$ cat config.mk
export PLATFORM = sky130hd
export DESIGN_NAME = level_meter
export DESIGN_NICKNAME = d
export VERILOG_FILES = /design/src/rtl/level_meter.sv
export SDC_FILE = /design/constraint.sdc
export NUM_CORES = 1
export LEC_CHECK = 0
export ABC_AREA = 1
export CAP_MARGIN = 15
export CORE_ASPECT_RATIO = 0.7
export CORE_MARGIN = 10
export CORE_UTILIZATION = 50
export CTS_BUF_LIST = sky130_fd_sc_hd__clkbuf_16
export DETAILED_ROUTE_END_ITERATION = 16
export PLACE_DENSITY = 0.72
export SLEW_MARGIN = 20
export SYNTH_ARGS = -nofsm -noshare
export SYNTH_HDL_FRONTEND = slang
export SYNTH_SLANG_ARGS = --single-unit
$ cat constraint.sdc
create_clock -name clk -period 2.4 [get_ports clk]
set_clock_uncertainty 0.2 [all_clocks]
set_input_delay 0.48 -clock clk [delete_from_list [all_inputs] [get_ports clk]]
set_output_delay 0.48 -clock clk [all_outputs]
set_load 0.005 [all_outputs]
$ cat src/rtl/level_meter.sv
// Multi-channel audio level meter: per-channel peak-follow level with timed
// exponential decay, peak-hold marker and sticky clip flag. The selected
// channel drives a log-scale (~6 dB per LED) thermometer bar.
module level_meter #(
  parameter int CHANNELS          = 2,
  parameter int DATA_BITS         = 24,
  parameter int LED_BITS          = 14,
  parameter int DECAY_PERIOD_BITS = 16,
  parameter int DECAY_SHIFT       = 3,
  parameter int HOLD_TICKS        = 64,
  parameter logic [DATA_BITS-1:0] CLIP_LEVEL = 24'h7F0000
) (
  input  logic                          clk,
  input  logic                          rst,
  input  logic                          sample_valid,
  input  logic [CHANNELS*DATA_BITS-1:0] sample_data,
  input  logic                          mode,
  input  logic [$clog2(CHANNELS):0]     ch_sel,
  input  logic                          clip_clr,
  output logic [CHANNELS*DATA_BITS-1:0] levels,
  output logic [CHANNELS-1:0]           clip,
  output logic [LED_BITS-1:0]           leds
);

  localparam int SEL_W  = $clog2(CHANNELS) + 1;
  localparam int HOLD_W = $clog2(HOLD_TICKS + 1);

  // Magnitude of a signed sample; the most-negative code saturates to full scale.
  function automatic logic [DATA_BITS-1:0] abs_sat(input logic signed [DATA_BITS-1:0] s);
    logic signed [DATA_BITS-1:0] min_v;
    min_v = {1'b1, {(DATA_BITS-1){1'b0}}};
    if (s == min_v)               return {1'b0, {(DATA_BITS-1){1'b1}}};
    else if (s[DATA_BITS-1])      return -s;
    else                          return s;
  endfunction

  // One decay step: subtract level/2**DECAY_SHIFT, or 1 once that rounds to zero.
  function automatic logic [DATA_BITS-1:0] decay_step(input logic [DATA_BITS-1:0] l);
    logic [DATA_BITS-1:0] d;
    d = l >> DECAY_SHIFT;
    if (d != '0)      return l - d;
    else if (l != '0) return l - DATA_BITS'(1);
    else              return '0;
  endfunction

  // LED threshold i, one octave (~6 dB) per LED with the top LED at half scale.
  function automatic logic [DATA_BITS-1:0] thr(input int i);
    return DATA_BITS'(1) << (DATA_BITS - 1 - LED_BITS + i);
  endfunction

  logic [DATA_BITS-1:0]         abs_p1_q   [CHANNELS];
  logic [DATA_BITS-1:0]         abs_p1_d   [CHANNELS];
  logic                         vld_p1_q, vld_p1_d;
  logic [DATA_BITS-1:0]         level_q    [CHANNELS];
  logic [DATA_BITS-1:0]         level_d    [CHANNELS];
  logic [DATA_BITS-1:0]         peak_q     [CHANNELS];
  logic [DATA_BITS-1:0]         peak_d     [CHANNELS];
  logic [HOLD_W-1:0]            hold_q     [CHANNELS];
  logic [HOLD_W-1:0]            hold_d     [CHANNELS];
  logic [CHANNELS-1:0]          clip_q, clip_d;
  logic [DECAY_PERIOD_BITS-1:0] cnt_q, cnt_d;
  logic                         tick;
  logic [LED_BITS-1:0]          leds_q, leds_d;
  logic [DATA_BITS-1:0]         sel_level, sel_peak;
  logic                         sel_ok;
  logic [LED_BITS-1:0]          bar, mark;

  // Stage 1 boundary: sample magnitudes captured one cycle after the strobe.
  always_comb begin
    vld_p1_d = sample_valid;
    for (int c = 0; c < CHANNELS; c++) begin
      abs_p1_d[c] = abs_sat(sample_data[c*DATA_BITS +: DATA_BITS]);
    end
  end

  // Free-running decay timer; tick fires on the cycle the counter wraps to zero.
  always_comb begin
    cnt_d = cnt_q + DECAY_PERIOD_BITS'(1);
    tick  = &cnt_q;
  end

  // Stage 2 boundary: level attack/decay, peak hold and sticky clip per channel.
  always_comb begin
    clip_d = clip_q;
    for (int c = 0; c < CHANNELS; c++) begin
      level_d[c] = level_q[c];
      peak_d[c]  = peak_q[c];
      hold_d[c]  = hold_q[c];
      // An attacking sample exceeds the undecayed level, hence also the decayed one.
      if (vld_p1_q && (abs_p1_q[c] > level_q[c])) level_d[c] = abs_p1_q[c];
      else if (tick)                               level_d[c] = decay_step(level_q[c]);
      if (vld_p1_q && (abs_p1_q[c] >= peak_q[c])) begin
        peak_d[c] = abs_p1_q[c];
        hold_d[c] = HOLD_W'(HOLD_TICKS);
      end else if (tick) begin
        if (hold_q[c] != '0) hold_d[c] = hold_q[c] - HOLD_W'(1);
        else                 peak_d[c] = level_q[c];
      end
      if (vld_p1_q && (abs_p1_q[c] >= CLIP_LEVEL)) clip_d[c] = 1'b1;
      else if (clip_clr)                           clip_d[c] = 1'b0;
    end
  end

  // Stage 3 boundary: thermometer bar plus optional peak marker for the selected channel.
  always_comb begin
    sel_level = '0;
    sel_peak  = '0;
    sel_ok    = 1'b0;
    bar       = '0;
    mark      = '0;
    for (int c = 0; c < CHANNELS; c++) begin
      if (ch_sel == SEL_W'(c)) begin
        sel_level = level_q[c];
        sel_peak  = peak_q[c];
        sel_ok    = 1'b1;
      end
    end
    for (int i = 0; i < LED_BITS; i++) begin
      bar[i] = (sel_level >= thr(i));
      if (sel_peak >= thr(i)) begin
        mark    = '0;
        mark[i] = 1'b1;
      end
    end
    leds_d = sel_ok ? (bar | (mode ? mark : '0)) : '0;
  end

  // State registers; reset clears the meter and discards any in-flight sample.
  always_ff @(posedge clk) begin
    if (!rst) begin
      vld_p1_q <= 1'b0;
      cnt_q    <= '0;
      clip_q   <= '0;
      leds_q   <= '0;
      for (int c = 0; c < CHANNELS; c++) begin
        abs_p1_q[c] <= '0;
        level_q[c]  <= '0;
        peak_q[c]   <= '0;
        hold_q[c]   <= '0;
      end
    end else begin
      vld_p1_q <= vld_p1_d;
      cnt_q    <= cnt_d;
      clip_q   <= clip_d;
      leds_q   <= leds_d;
      for (int c = 0; c < CHANNELS; c++) begin
        abs_p1_q[c] <= abs_p1_d[c];
        level_q[c]  <= level_d[c];
        peak_q[c]   <= peak_d[c];
        hold_q[c]   <= hold_d[c];
      end
    end
  end

  for (genvar c = 0; c < CHANNELS; c++) begin : g_levels
    assign levels[c*DATA_BITS +: DATA_BITS] = level_q[c];
  end

  assign clip = clip_q;
  assign leds = leds_q;

endmodule

# == Yosys cells after proc, flatten, opt, wreduce, memory -nomap -nowiden ==
# Memories as Yosys holds them, arrays and structs flattened.
# Cells that the tools add are included.
# word_totals
reg_bits,33
ram_bits,158
input_bits,55
output_inout_bits,64
memories,4
# memory_table
name,depth,word_bits,read_ports,rd_ports_with_merged_regs,wr,line,rtl
abs_p1_q,2,24,2,0,2,51,logic [DATA_BITS-1:0] abs_p1_q [CHANNELS];
level_q,2,24,2,0,2,54,logic [DATA_BITS-1:0] level_q [CHANNELS];
peak_q,2,24,2,0,2,56,logic [DATA_BITS-1:0] peak_q [CHANNELS];
hold_q,2,7,2,0,2,58,logic [HOLD_W-1:0] hold_q [CHANNELS];
# classes
n_addsub,9
n_lt_le_gt_ge,34
eq_ne,3
n_mux,58
n_bitwise,9
reduce_logical,17
# ops
op,n
24-bit two-way mux,28
14-bit two-way mux,14
24-bit by 23-bit greater-or-equal comparator with 1-bit output (second input constant),4
24-bit nonzero test,4
7-bit two-way mux,8
24-bit equality test (second input constant),2
24-bit by 10-bit greater-or-equal comparator with 1-bit output (second input constant),2
24-bit by 11-bit greater-or-equal comparator with 1-bit output (second input constant),2
24-bit by 12-bit greater-or-equal comparator with 1-bit output (second input constant),2
24-bit by 13-bit greater-or-equal comparator with 1-bit output (second input constant),2
24-bit by 14-bit greater-or-equal comparator with 1-bit output (second input constant),2
24-bit by 15-bit greater-or-equal comparator with 1-bit output (second input constant),2
24-bit by 16-bit greater-or-equal comparator with 1-bit output (second input constant),2
24-bit by 17-bit greater-or-equal comparator with 1-bit output (second input constant),2
24-bit by 18-bit greater-or-equal comparator with 1-bit output (second input constant),2
24-bit by 19-bit greater-or-equal comparator with 1-bit output (second input constant),2
24-bit by 20-bit greater-or-equal comparator with 1-bit output (second input constant),2
24-bit by 21-bit greater-or-equal comparator with 1-bit output (second input constant),2
24-bit by 22-bit greater-or-equal comparator with 1-bit output (second input constant),2
24-bit greater-or-equal comparator,2
24-bit greater-than comparator,2
24-bit negation,2
24-bit by 1-bit subtractor with 24-bit output (second input constant),2
24-bit by 21-bit subtractor with 24-bit output,2
12 further kinds,34

# == Logic depth before layout (Yosys ltp) ==
# depth
word_depth,20
mapped_depth,18
depth_no_buf,17

# == Worst setup path after synthesis ==
# Ideal clock, no wire load.
# synth_path
kind,reg-to-reg
startpoint,memory level_q[0][21]
endpoint,memory level_q[0][12]
setup_time_ns,0.132
arrival_ns,1.919
t_required_ns,2.068
slack_ns,0.149
path_stages_with_launch,15
synth_period_minus_slack_ns,2.251
cell_sequence,dfxtp_1 inv_1 ha_1 nand2_1 nor2_1 nand2_1 nor2_1 nand2_1 nand3_1 nand2_1 inv_2 buf_2 nand2_1 nand3_1 a21oi_1
# synth_lines
item,line
from (decl),54

==> results_dict.tcl <==
set metrics [dict create \
    synth_seq_area_share_pct 23.1 \
    cts_buffer_depth 2 \
    cts-root-buf "clkbuf_16" \
    vias 19600 \
    tritoncts "yes" \
    synth_edf_count 0 \
    synthArstFlopShare_pct 0 \
    arrival_ns 2.59 \
    violations "setup timing" \
    antenna_found_initial 1 \
    hp-class "in2reg" \
    power.density_nw_per_um2 1430 \
    syn_nets 3004 \
    outcome "finished, violations left" \
    fillers 2897 \
    pin_count 119 \
    max_freq_mhz 406 \
    cts_inserted_buffers 17 \
    clock_latency_ns 0.46 \
    holdWs_ns 0.214 \
    grt_max_degree 76 \
    worst_pin_slew_ns 0.840 \
    setup_viol 23 \
    drcViolationCount 0 \
    startpoint_type "flip-flop" \
    cp.required_ns 2.53 \
    drt_iter0_markers 2461 \
    ys.flop_type "dfxtp_1" \
    drive_gt1_share_pct 22.3 \
    stdcell_area_um2 22300 \
    synth.avg_cell_area_um2 5.90 \
    dieArea_um2 40800 \
    synth_top_area_cell "dfxtp_1" \
    synth_top_cell_area_share_pct 23.1 \
    synth_area_leaders "dfxtp_1 23%, nand2_1 18%, ha_1 11%, inv_1 10%, nor2_1 9.5%" \
    worstSetupPathType "reg2reg" \
    use_met2_pct 40.1 \
    drv_cap 0 \
    h-tree-depth 4 \
    grt_pass1_vias 17300 \
    grtUsageMet3_pct 4.91 \
    ant_nets 0 \
    start_util_pct 50.9 \
    cts.sinks 191 \
    synth_commonest_cells "775 x nand2_1, 443 x inv_1, 416 x nor2_1" \
    gp_congestion 0.961 \
    rsz0062_at_grt "true" \
    end_kind "flip-flop" \
    cts.reportedPaths.clkPinSlew_ns 0.08 \
    ys_warn_count 0 \
    cp_max_fo 6 \
    coreArea_um2 32500 \
    finalWirelength_um 62100 \
    synth.distinct_cells 48 \
    busiest_layer "met1" \
    die_w_um 237 \
    relSlewSlack_pct 43.5 \
    port_buffers 118 \
    viasPerCell 5.40 \
    hpwl_um 48700 \
    num_rows 55 \
    antenna_cells 0 \
    leakage_nw 11.2 \
    track_usage_pct 28.2 \
    area.growth.synth_to_final_pct 35.2 \
    whs_path_depth 3 \
    final_nets 3389 \
    synthCells 2800 \
    grt_pass1_wl_um 92700 \
    hold_viol 0 \
    use_met1_pct 43.0 \
    ys_seq_elements 191 \
    place_area_um2 20300 \
    gr-total-overflow 0 \
    drt-pass1-iter-count 5 \
    post-route-min-period_ns 2.46 \
    post_drt_wl_per_cell_um 17.1 \
    fin_crit_sh_pct 103 \
    yosysMostFrequentCell "nand2_1" \
    maxSlewViolCount 0 \
    cts_hold_buffers 0 \
    setup_ws_ns -0.0606 \
    die_h_um 172 \
    rr_worst_depth 13 \
    vdd.ir_drop.worst_mv 0.889 \
    syn_area_um2 16500 \
]
[layout by cell type, fill, tap and decap left out, types with 13 or more instances in the layout]
master / netlist / routed
o21ai_0: 47 / 43
nand3b_1: 13 / 13
xnor2_1: 14 / 13
dfxtp_1: 191 / 129
dfxtp_2: 0 / 51
nand4_1: 55 / 55
nand3_2: 4 / 20
clkbuf_16: 0 / 22
xor2_1: 25 / 25
nor2_2: 23 / 55
ha_2: 0 / 17
or2_2: 14 / 14
nor2_1: 416 / 379
a21oi_2: 0 / 17
nand3_1: 265 / 248
nand2_1: 775 / 747
o22ai_1: 29 / 29
ha_1: 147 / 90
buf_12: 0 / 13
inv_2: 10 / 56
buf_4: 6 / 296
nor3_1: 22 / 18
nand2_2: 7 / 30
inv_1: 443 / 392
clkdlybuf4s50_1: 0 / 117
ha_4: 0 / 40
a21oi_1: 151 / 133
[area by class of cell]
| type | instances | area [um2] | share of cell area [%] |
|---|---|---|---|
| clock inverters | 15 | 189 | 0.846 |
| well taps | 427 | 534 | 2.39 |
| repair buffers | 443 | 3910 | 17.5 |
| clock buffers | 17 | 425 | 1.90 |
| multi-input cells | 2077 | 11600 | 52.0 |
| flip-flops and latches | 191 | 3930 | 17.6 |
| inverters | 455 | 1730 | 7.76 |
[sequential cells by signal, summed over array words and instances, names as in the netlist]
name and flops:
leds 14, vld_p1_q 1, abs_p1_q 48, cnt_q 16, clip 2, level_q 48
peak_q 48, hold_q 14
[critical path: stages, from the launching register on]
cell       delay (ns)
dfxtp_4          0.39
ha_4             0.27
nand2_1          0.08
nor2_4           0.13
nand2_2          0.09
nor3b_2          0.25
nand2_1          0.15
nand4_4          0.17
nand2_8          0.12
clkbuf_16        0.19
nand2_1          0.06
nand2_1          0.07
nor2_1           0.11
nor2_1           0.05
[per-layer routing]
metal  vias to the layer above  part of all wire, %  wire [um]
li1                       9642                    -          -
met1                      8932                   48      29700
met2                       909                   40      25000
met3                        83                   10       6310
met4                         0                  1.7       1070
met5                         -                    0          0
[worst paths after layout]
check	start	slack, ns	endpoint
worst max-delay path	abs_p1_q[0][13]$_SDFF_PN0_	-0.06	peak_q[0][6]$_SDFFE_PN0P_
worst min-delay path	rst	0.21	vld_p1_q$_SDFF_PN0_
worst max register to register	abs_p1_q[0][13]$_SDFF_PN0_	-0.06	peak_q[0][6]$_SDFFE_PN0P_
worst min register to register	cnt_q[0]$_SDFF_PN0_	0.23	cnt_q[0]$_SDFF_PN0_
[repair_timing]
item,4_1_cts,5_1_grt
buffers inserted,0,13
resized for setup,23,314
endpoints found under the hold margin,0,0
gates cloned,0,6
pin swaps,3,55
endpoints found under the setup margin,46,123
[cell families after synthesis]
logic type | after synthesis | share of synthesized area [%]
flops | 191 | 23.1
fa+ha+maj | 149 | 11.4
xor+xnor | 39 | 2.07
compound gates | 266 | 8.77
simple gates | 1623 | 42.0
buf+inv | 532 | 12.6
[report_power, final]
part           switching, mW  leakage, nW  internal [mW]
Sequential             0.374         1.58           3.59
Combinational           15.4         9.35           9.56
Clock                   1.49        0.289           1.51
[through the flow]
step,instances,setup TNS (ns),power (mW),util (%),setup WS (ns)
floorplan,2800,0,17.6,-,0.149
global placement,3574,-4.20,25.8,62.5,-0.244
detailed placement,3574,-9.43,26.1,62.5,-0.267
CTS,3606,0,29.3,64.6,0.00474
global route,3625,-4.32,34.6,68.8,-0.160
finish,3625,-0.747,31.9,68.8,-0.0606
Note: power is estimated with default switching activity, not from simulation.
==> variant: new RTL, same flow settings <==
Add an input register stage for `sample_valid`, `sample_data`, `mode`, `ch_sel` and `clip_clr`, with the module's reset; this delays them by one clock.
--- a/src/rtl/level_meter.sv
+++ b/src/rtl/level_meter.sv
@@ -24,6 +24,28 @@
 
   localparam int SEL_W  = $clog2(CHANNELS) + 1;
   localparam int HOLD_W = $clog2(HOLD_TICKS + 1);
+
+  logic sample_valid_q;
+  logic [CHANNELS*DATA_BITS-1:0] sample_data_q;
+  logic mode_q;
+  logic [$clog2(CHANNELS):0] ch_sel_q;
+  logic clip_clr_q;
+
+  always_ff @(posedge clk) begin
+    if (!rst) begin
+      sample_valid_q <= '0;
+      sample_data_q  <= '0;
+      mode_q         <= '0;
+      ch_sel_q       <= '0;
+      clip_clr_q     <= '0;
+    end else begin
+      sample_valid_q <= sample_valid;
+      sample_data_q  <= sample_data;
+      mode_q         <= mode;
+      ch_sel_q       <= ch_sel;
+      clip_clr_q     <= clip_clr;
+    end
+  end
 
   // Magnitude of a signed sample; the most-negative code saturates to full scale.
   function automatic logic [DATA_BITS-1:0] abs_sat(input logic signed [DATA_BITS-1:0] s);
@@ -67,9 +89,9 @@
 
   // Stage 1 boundary: sample magnitudes captured one cycle after the strobe.
   always_comb begin
-    vld_p1_d = sample_valid;
+    vld_p1_d = sample_valid_q;
     for (int c = 0; c < CHANNELS; c++) begin
-      abs_p1_d[c] = abs_sat(sample_data[c*DATA_BITS +: DATA_BITS]);
+      abs_p1_d[c] = abs_sat(sample_data_q[c*DATA_BITS +: DATA_BITS]);
     end
   end
 
@@ -97,7 +119,7 @@
         else                 peak_d[c] = level_q[c];
       end
       if (vld_p1_q && (abs_p1_q[c] >= CLIP_LEVEL)) clip_d[c] = 1'b1;
-      else if (clip_clr)                           clip_d[c] = 1'b0;
+      else if (clip_clr_q)                           clip_d[c] = 1'b0;
     end
   end
 
@@ -109,7 +131,7 @@
     bar       = '0;
     mark      = '0;
     for (int c = 0; c < CHANNELS; c++) begin
-      if (ch_sel == SEL_W'(c)) begin
+      if (ch_sel_q == SEL_W'(c)) begin
         sel_level = level_q[c];
         sel_peak  = peak_q[c];
         sel_ok    = 1'b1;
@@ -122,7 +144,7 @@
         mark[i] = 1'b1;
       end
     end
-    leds_d = sel_ok ? (bar | (mode ? mark : '0)) : '0;
+    leds_d = sel_ok ? (bar | (mode_q ? mark : '0)) : '0;
   end
 
   // State registers; reset clears the meter and discards any in-flight sample.
Check against the original RTL: not equivalent (Yosys sat finds a counterexample within 4 cycles, from zero or initial values and one cycle with rst low).
==> variant against the original RTL <==
- the flow still finishes with violations (setup timing)
- first-iteration DRC count fell by 0.28%
- critical endpoint is now peak_q[0][28]
- synthesized area up 5.2%
- routed wire length grew 2.4%
- sequential cell count up 53
- design area is 6.1% higher
- highest routed layer unchanged
- sequential share of layout area is 3.6 points higher
- setup slack lost 20 ps
Power is not compared: it rests on default switching activity, and its combinational part moved more than twofold at a synthesized area within 25%.
==> variant: results (changes against the original RTL) <==
- First-pass GRT wire length: 93,560 um (+0.87%)
- Most instantiated cells after synthesis: 740 x nand2_1, 481 x nor2_1, 452 x inv_1
- CTS root buffer: clkbuf_16
- Ratio of routed vias to standard cells: 5.386 (-0.21%)
- Relative slew margins: 0.5880 (+0.1531)
- Count of synthesis-stage warnings from yosys: 0 (unchanged)
- Mux share of post-synthesis cell area: 0 (unchanged)
- Count of cell types in the netlist: 45 (-6.3%)
- Number of buffers created by CTS: 26 (+9)
- Sequential group share of total power: 0.292
- Max Buffers Root-to-Sink: 3 (+1)
- Clock Pin Slew Worst Setup and Hold Paths: 70 ps
- Antenna violations before repair: 1 (unchanged)
- Post-placement cell area: 20,770 um^2 (+2.3%)
- Number of nets produced by synthesis: 3,040 (+1.2%)
- Number of gates resized after cts: 27 (+17%)
- Top fanout value on the critical path: 5 (-1)
- Maximum number of pins on one net before global-route repair: 115 (+51%)
- Detailed router's first-iteration violation count: 2,454 (-0.28%)
- Data arrival time of the worst path: 2790 ps (+200 ps)
- Post-layout net count: 3,379 (-0.30%)
- RePlAce Congestion: 0.9759 (+1.6%)
- Post CTS Setup Buffer Count: 3 (+3)
- Share of total power consumed by net switching: 0.3896
- All-Layer GR Usage: 0.2669 (-0.01504)
- Leakage component of the power: 0.01179 uW
- Async set-or-reset flop fraction in the synthesized netlist: 0 (unchanged)
- Post-Synth Adder-Cell Area: 0.1082 (-0.005604)
- DRC viols: 0 (unchanged)
- Half-perimeter wire length of the detailed placement result: 47,890 um (-1.7%)
- Layout cell share with drive strength beyond 1: 0.2257 (+0.002471)
- Total Wirelength: 63,580 um (+2.4%)
- CTS H-tree lvls: 1 (-3)
- Compound-cell area share of the yosys netlist: 0.09290 (+0.005185)
- Clock network fraction of design power: 0.286
- Via count of the first global-routing pass: 17,470 (+1.1%)
- Fraction of synthesized cell area in xor and xnor cells: 0.02470 (+0.004022)
- Result of the run: finished with violations
- VDD IR max: 0.4855 mV
- Path category of the worst min-delay check: in -> reg
- Router iterations before antenna repair: 7 (+2)
- Cts hold-fix bufs: 0 (unchanged)
- Slack of the critical path: -80.22 ps (-19.60 ps)
- Failing checks: setup timing
- Number of inserted filler cells in the final layout: 2,978 (+2.8%)
- Port bufs: 118 (unchanged)
- Total power divided by cell area: 650.0 nW/um^2
- Dominant cells by area after synthesis: dfxtp_1 28%, nand2_1 16%, ha_1 11%, nor2_1 10%, inv_1 9.8%
- Clk Latency, worst-skew pair: 580 ps (+120 ps)
- Post-place setup slack: -220.5 ps (+46.34 ps)
- Number of failing setup endpoints in the final timing report: 18 (-22%)
- Register area share after synthesis: 0.2811 (+0.04967)
variant: cell count changes after synthesis, moves of 19 or more:
cell     delta
dfxtp_1    +53
nand3_1    -78
nor2_2     -19
nor2_1     +65
o21ai_0    +29
nand2_1    -35
variant: final cells by class:
cell class              instances  area [um^2]  share of cell area
well taps                     472        590.6             0.02491
repair buffers                382         3496              0.1475
flip-flops and latches        244         5015              0.2115
clock inverters                21        274.0             0.01156
clock buffers                  26        650.6             0.02745
inverters                     461         1770             0.07469
diodes                          1        2.502           0.0001056
multi-input cells            2060        11910              0.5023
variant: metrics by stage:
step             util  std cells  TNS [ps]
6_report       0.6867       3667    -536.6
3_5_place_dp   0.6018       3590     -2647
5_1_grt        0.6867       3666     -5289
4_1_cts        0.6325       3640   -0.4188
2_1_floorplan       -       2836         0
3_3_place_gp   0.6018       3590     -1180
variant: path summary, 6_finish.rpt:
| path | from | end | slack [ps] | cells past startpoint |
|---|---|---|---|---|
| setup / recovery | peak_q[0][34] | peak_q[0][28] | -80 | 16 |
| hold / removal | rst | abs_p1_q[0][47] | 180 | 5 |
| setup reg to reg | peak_q[0][34] | peak_q[0][28] | -80 | 16 |
| hold reg to reg | sample_valid_q | vld_p1_q | 220 | 2 |
variant: per-layer routing:
layer  wire length, um  GRT usage  part of all wire
met4              1074    0.04051             0.017
met2             25860     0.3748              0.41
met5                 0          0                 0
met1             29590     0.4080              0.47
met3              7057    0.06205              0.11
variant: critical path, stage by stage, from the launching register on:
cell and delay (ps):
dfxtp_1 340, inv_2 70, ha_1 300, nand2_1 90
inv_2 40, nand2_1 50, nand2_1 60, nand2_1 100
nand2_1 70, nand2_1 70, nand4_1 200, nand2_4 250
nand2_8 110, clkbuf_16 190, nor2_1 90, nor2_1 50
nor2_1 130
